## src/rtl/uart_pkg.sv

```systemverilog
// Shared UART definitions: frame sequencer states, oversampling ratio and
// default frame shape, common to the transmitter and the matching receiver.
package uart_pkg;

  typedef enum logic [1:0] {
    ST_IDLE  = 2'd0,
    ST_START = 2'd1,
    ST_DATA  = 2'd2,
    ST_STOP  = 2'd3
  } uart_state_e;

  localparam int OVERSAMPLE  = 16;
  localparam int DEF_DBIT    = 8;
  localparam int DEF_SB_TICK = 16;

  // The tick counter must reach both the per-bit limit and the stop-period limit.
  function automatic int tick_cnt_width(input int sb_tick);
    return (sb_tick > OVERSAMPLE) ? $clog2(sb_tick) : $clog2(OVERSAMPLE);
  endfunction

endpackage

```

## src/rtl/uart_tx.sv

```systemverilog
// UART transmitter: start bit, DBIT data bits LSB first, SB_TICK-tick stop
// period, all timed by an external 16x oversampling enable.
module uart_tx
  import uart_pkg::*;
#(
  parameter int DBIT    = DEF_DBIT,
  parameter int SB_TICK = DEF_SB_TICK
) (
  input  logic       clk,
  input  logic       reset,
  input  logic       tx_start,
  input  logic       s_tick,
  input  logic [7:0] din,
  output logic       tx_done_tick,
  output logic       tx
);

  localparam int SW = tick_cnt_width(SB_TICK);

  localparam logic [1:0] IDLE  = ST_IDLE;
  localparam logic [1:0] START = ST_START;
  localparam logic [1:0] DATA  = ST_DATA;
  localparam logic [1:0] STOP  = ST_STOP;

  localparam logic [SW-1:0] S_ZERO      = {SW{1'b0}};
  localparam logic [SW-1:0] S_ONE       = SW'(1);
  localparam logic [SW-1:0] S_BIT_LAST  = SW'(OVERSAMPLE - 1);
  localparam logic [SW-1:0] S_STOP_LAST = SW'(SB_TICK - 1);
  localparam logic [2:0]    N_LAST      = 3'(DBIT - 1);

  logic [1:0]    state_q, state_d;
  logic [SW-1:0] s_q, s_d;
  logic [2:0]    n_q, n_d;
  logic [7:0]    b_q, b_d;
  logic          tx_q, tx_d;
  logic          done_s;

  // Frame sequencer: next state, tick/bit counters, shift register and line level.
  always_comb begin
    state_d = state_q;
    s_d     = s_q;
    n_d     = n_q;
    b_d     = b_q;
    tx_d    = 1'b1;
    done_s  = 1'b0;
    case (state_q)
      IDLE: begin
        tx_d = 1'b1;
        if (tx_start) begin
          b_d     = din;
          s_d     = S_ZERO;
          state_d = START;
        end else begin
          state_d = IDLE;
        end
      end
      START: begin
        tx_d = 1'b0;
        if (s_tick) begin
          if (s_q == S_BIT_LAST) begin
            s_d     = S_ZERO;
            n_d     = 3'd0;
            state_d = DATA;
          end else begin
            s_d = s_q + S_ONE;
          end
        end else begin
          s_d = s_q;
        end
      end
      DATA: begin
        tx_d = b_q[0];
        if (s_tick) begin
          if (s_q == S_BIT_LAST) begin
            s_d = S_ZERO;
            b_d = {1'b0, b_q[7:1]};
            if (n_q == N_LAST) begin
              state_d = STOP;
            end else begin
              n_d = n_q + 3'd1;
            end
          end else begin
            s_d = s_q + S_ONE;
          end
        end else begin
          s_d = s_q;
        end
      end
      STOP: begin
        tx_d = 1'b1;
        if (s_tick) begin
          if (s_q == S_STOP_LAST) begin
            done_s  = 1'b1;
            state_d = IDLE;
          end else begin
            s_d = s_q + S_ONE;
          end
        end else begin
          s_d = s_q;
        end
      end
      default: begin
        state_d = IDLE;
        tx_d    = 1'b1;
      end
    endcase
  end

  // State and line register; reset abandons any frame and parks the line high.
  always_ff @(posedge clk) begin
    if (reset) begin
      state_q <= IDLE;
      s_q     <= S_ZERO;
      n_q     <= 3'd0;
      b_q     <= 8'd0;
      tx_q    <= 1'b1;
    end else begin
      state_q <= state_d;
      s_q     <= s_d;
      n_q     <= n_d;
      b_q     <= b_d;
      tx_q    <= tx_d;
    end
  end

  // A frame cut short by reset never reports completion.
  assign tx_done_tick = done_s & ~reset;
  assign tx           = tx_q;

endmodule

```

## config.mk

```make
export PLATFORM = sky130hd
export DESIGN_NAME = uart_tx
export DESIGN_NICKNAME = d
export VERILOG_FILES = /design/src/rtl/uart_pkg.sv /design/src/rtl/uart_tx.sv
export SDC_FILE = /design/constraint.sdc
export NUM_CORES = 1
export LEC_CHECK = 0
export CAP_MARGIN = 5
export CORE_UTILIZATION = 42
export DETAILED_ROUTE_END_ITERATION = 16
export DONT_BUFFER_PORTS = 1
export GPL_TIMING_DRIVEN = 0
export HOLD_SLACK_MARGIN = 0.05
export PLACE_DENSITY = 0.58
export SYNTH_ARGS = -nofsm -noshare
export SYNTH_HDL_FRONTEND = slang
export SYNTH_SLANG_ARGS = --single-unit
```

## constraint.sdc

```tcl
create_clock -name clk -period 3.2 [get_ports clk]
set_clock_uncertainty 0.1 [all_clocks]
set_input_delay 0.64 -clock clk [delete_from_list [all_inputs] [get_ports clk]]
set_output_delay 0.64 -clock clk [all_outputs]
set_load 0.01 [all_outputs]
```

-- Yosys cells after proc, flatten, opt, wreduce, memory -nomap -nowiden
Cells that the tools add are included.
- bits in registers: 18
- RAM bits: 0
- logic and storage cells: 63
- latch bits: 0
- memories kept: 0
- input port bits: 12
- output and inout port bits: 2
- bits in read-only memories: 0
- bitwise operators: 2
- mux-type cells: 29
- magnitude comparators: 0
- shift operators: 0
- add/subtract/negate cells: 2
- equal/unequal tests: 16
- $mul: 0
- reductions and logical operators: 9
- div/mod/pow operators: 0
- operators with widths (kind ; count):
    $mux 8 ; 3
    $mux 4 ; 5
    $ne 2x2->1 const B ; 10
    $pmux 8 s2 ; 1
    $mux 3 ; 5
    $mux 2 ; 7
    $pmux 4 s3 ; 1
    $pmux 2 s4 ; 1
    $reduce_and 4->1 ; 2
    $reduce_and 7->1 ; 1
    $pmux 3 s2 ; 1
    $reduce_and 6->1 ; 1
    $add 4x1->4 const B ; 1
    $eq 2x2->1 const B ; 2
    $eq 4x4->1 const B ; 1
    $mux 1 ; 4
    $reduce_bool 2->1 ; 2
    $reduce_or 2->1 ; 2
    $add 3x1->3 const B ; 1
    $eq 3x3->1 const B ; 1
    $pmux 1 s3 ; 1
    $eq 2x1->1 const B ; 1
    $logic_not 2->1 ; 1
    $ne 2x1->1 const B ; 1
    other kinds (2) ; 2

-- Depth between registers and ports, before layout
- depth in word-level cells: 5
- gate-level depth with buffers: 8
- depth with buffers taken out: 6

-- Worst setup path before layout
Ideal clock, no wire load.
- path kind: input to output
- from: input reset
- to: output tx_done_tick
- data required time: 2.460 ns
- buffers on the path: 0
- path slack: 1.486 ns
- data arrival time: 0.974 ns
- stages on the path: 2
- path through: nand2b_1 -> nor2_1
- longest elaborated chain between the ends: 2
- ends and longest elaborated chain (element ; line ; RTL):
    start: declaration ; uart_tx.sv:10 ; input logic reset,
    $not 1->1 ; uart_tx.sv:127 ; assign tx_done_tick = done_s & ~reset;
    $and 1x1->1 ; uart_tx.sv:127 ;
    end: declaration ; uart_tx.sv:14 ; output logic tx_done_tick,
No other way between the ends.

-- Final worst setup path
- from: register s_q[0]
- to: output tx_done_tick
- longest elaborated chain between the ends: 5
- ends and longest elaborated chain (element ; line ; RTL):
    start: declaration ; uart_tx.sv:32 ; logic [SW-1:0] s_q, s_d;
    start signal: assignment ; uart_tx.sv:113 ; s_q <= S_ZERO;
    start signal: assignment ; uart_tx.sv:119 ; s_q <= s_d;
    $eq 4x4->1 ; uart_tx.sv:92 ; if (s_q == S_STOP_LAST) begin
    $mux 1 ; uart_tx.sv:92 ;
    $mux 1 ; uart_tx.sv:91 ; if (s_tick) begin
    $mux 1 ; uart_tx.sv:46 ; case (state_q)
    $and 1x1->1 ; uart_tx.sv:127 ;
No other way between the ends.

==> results.md <==
* Syn nets at about 120
* Setup tns final at 0 ns
* Total GRT Usage at between 15 and 20%
* Reg power frac at approximately two fifths
* Setup Fix Bufs, Post-CTS at 0
* Clock tree buffer depth at 2
* Pre-CTS setup slack at ~1.3 ns
* Endpoints failing setup at 0
* Power share of the clock group at between 10% and 20%
* Unrepaired setup endpoints after global routing: false
* Die H at a little over 50 um
* Area Growth Syn to Fin at 7.00%
* Total number of vias at 763
* Min cycle time layout at 2.12 ns
* Antenna-violating nets left at 0
* Sequential share of the synthesized area at about 35%
* Worst vdd ir at 512 uV
* Vias per inst at roughly 5.7
* Avg Inst Size Synth at between 9 and 10 um^2
* Crit-path slowest cell: dfxtp_1
* TritonCTS clock tree: built
* Gates resized, CTS repair at 0
* Slew Limit Fails at 0
* Synth warn at 0
* Largest net degree at the start of global routing at 11
* Slowest stage delay, CP at around 0.37 ns
* Leak Pwr at between 0.4 and 0.5 nW
* Worst-Margin Slew at 0.519 ns
* Dpl hpwl at 1420 um
* Comb power frac at between 40% and 50%
* Sw Share at slightly below 40%
* Final hold slack at between 0.2 and 0.3 ns
* Outcome: finished, final reports clean
* Crit share post-route at between 60% and 70%
* Iter 0 DRT Violations at 9
* Post-synth top flop: dfxtp_1
* Worst Path Required at about 2.5 ns
* Fmax at between 400 and 500 MHz
* Grt total ovfl at 0
* Number of global-route vias before repair at between 700 and 800
* H-tree lvl count at 1
* Number of enable flip-flop cells after synthesis at 0
* CTS Sinks at 18
* Slack of the critical path at roughly 1.1 ns
* Die area at 2630 um^2
* Yosys cell types at 35
* Initial Util at between 40% and 50%
* Post-synth top area share at between 30 and 40%
* Worst-path cell chain: ha_1 > nand4_1 > nor2_1
* Worst path arrival time at roughly 1.4 ns
* MaxCap Viol Count at 0
* Endpoint class of the critical path: output pin
* Worst min path class: in2reg
* Switch Pwr at 0.000322 W
* Commonest non-fill, non-tap cells in the layout: 18 x dfxtp_1, 12 x nor2_1, 12 x mux2i_1
* Drc violations at 0
* Ys async rst share at 0%
* Final hold vios at 0
* Die width at 51.2 um
* Drt first pass iters at 3
* Placed Cells incl. Taps at 131
* Synthesized flop and latch total at 18
* CTS buffer count at 3
* First-pass GRT wire length at 3390 um
* Fraction of layout cells with a size suffix above 1 at between 10% and 20%
* Clk slew on worst S/H paths at between 0.1 and 0.15 ns
* Crit Path Category: reg2out
* Final core occ at just under 50%
* Gpl congestion at 0.754
* Area leader, netlist: dfxtp_1
* Final WL at 1850 um
* Clk_lat worst skew at about 0.30 ns
* IO Count at 14
* Row count at 17
* Type of origin of the critical path: flop
* PwrDens at 765 nW/um^2
* Rel. slew slack at between 60% and 70%
* Worst Path Max Fanout at 6
* Mapped Cells at about 100
* Most common cell after layout, fill and taps aside: dfxtp_1
* Root Driver: clkbuf_4
* Cts hold-fix bufs at 0
* Mean routed wirelength per cell at ~14 um
* Synth top area cells: dfxtp_1 35%, mux2i_1 12%, ha_1 9.8%, nor2_1 4.4%, a211oi_2 3.7%
* Post-route insts no fill at around 140
* PortBufs at 0
* CORE AREA at 2250 um^2
* Initial antenna violation count at 0
* P_int at 0.000511 W
* Synth Cell Area at about 1000 um^2
* Number of nets in the layout at roughly 130
* Ant diodes at 0
## logic make-up (layout without fill, tap and decap cells)
group / count (synthesis) / after routing / share of synthesized area, %
adder cells (fa/ha/maj): 8 / 8 / 9.83
AO/OA/AOI/OAI: 23 / 23 / 20.0
buffers and inverters: 7 / 11 / 3.56
AND/OR/NAND/NOR: 34 / 34 / 18.3
flip-flops: 18 / 18 / 35.4
multiplexers: 13 / 13 / 12.9
## flip-flops by register name (all words and copies together), names as in the netlist
signal / count
b_q: 8
n_q: 3
tx: 1
s_q: 4
state_q: 2
## synth_stat cells (3+ instances only)
cell type / number
a211oi_2: 3
nand2_1: 6
a211oi_1: 4
inv_1: 3
dfxtp_1: 18
nor2_1: 12
mux2i_1: 12
nand2b_1: 3
ha_1: 8
nor2_2: 3
## worst paths after layout
path	startpoint	to	slack, ns	cells past startpoint
worst min-delay path	reset	b_q[0]	0.29	1
worst min register to register	b_q[7]	b_q[7]	0.39	2
worst max register to register	state_q[0]	b_q[6]	1.29	7
worst max-delay path	s_q[0]	tx_done_tick	1.08	3
## power by group through the flow
stage / registers, W / clock network, W / logic, W
after detailed placement: 0.000325 / 0 / 0.000372
after CTS: 0.000320 / 0.000149 / 0.000375
final: 0.000320 / 0.000141 / 0.000373
after global placement: 0.000322 / 0 / 0.000363
after floorplan: 0.000316 / 0 / 0.000315
after global routing: 0.000330 / 0.000158 / 0.000413
## layer usage
layer  GRT usage [%]  vias to the layer above  share of wire, %
li1                -                      390                 -
met3            3.57                        4               2.2
met2            28.7                        9                48
met5               0                        -                 0
met4            9.46                        0               1.9
met1            21.4                      360                48
## final cells by class
class / count / area (um^2)
plain buffers: 4 / 25.0
inverters: 3 / 11.3
clock buffers: 4 / 36.3
flip-flops and latches: 18 / 360
multi-input cells: 78 / 622
fillers: 227 / 1160
well taps: 28 / 35.0
## worst max-delay path: cells and delay by family (launching register included)
family	cells	cell delay, ns
AND/OR/NAND/NOR	2	0.41
adder cells (fa/ha/maj)	1	0.31
flip-flops	1	0.37
## per-stage QoR
step                      cell area (um^2)  total power, W
final                                 1090        0.000834
after global placement                1050        0.000685
after global routing                  1090        0.000901
after detailed placement              1050        0.000698
after CTS                             1090        0.000845
after floorplan                       1020        0.000631
Power figures use the tool's default switching activity.
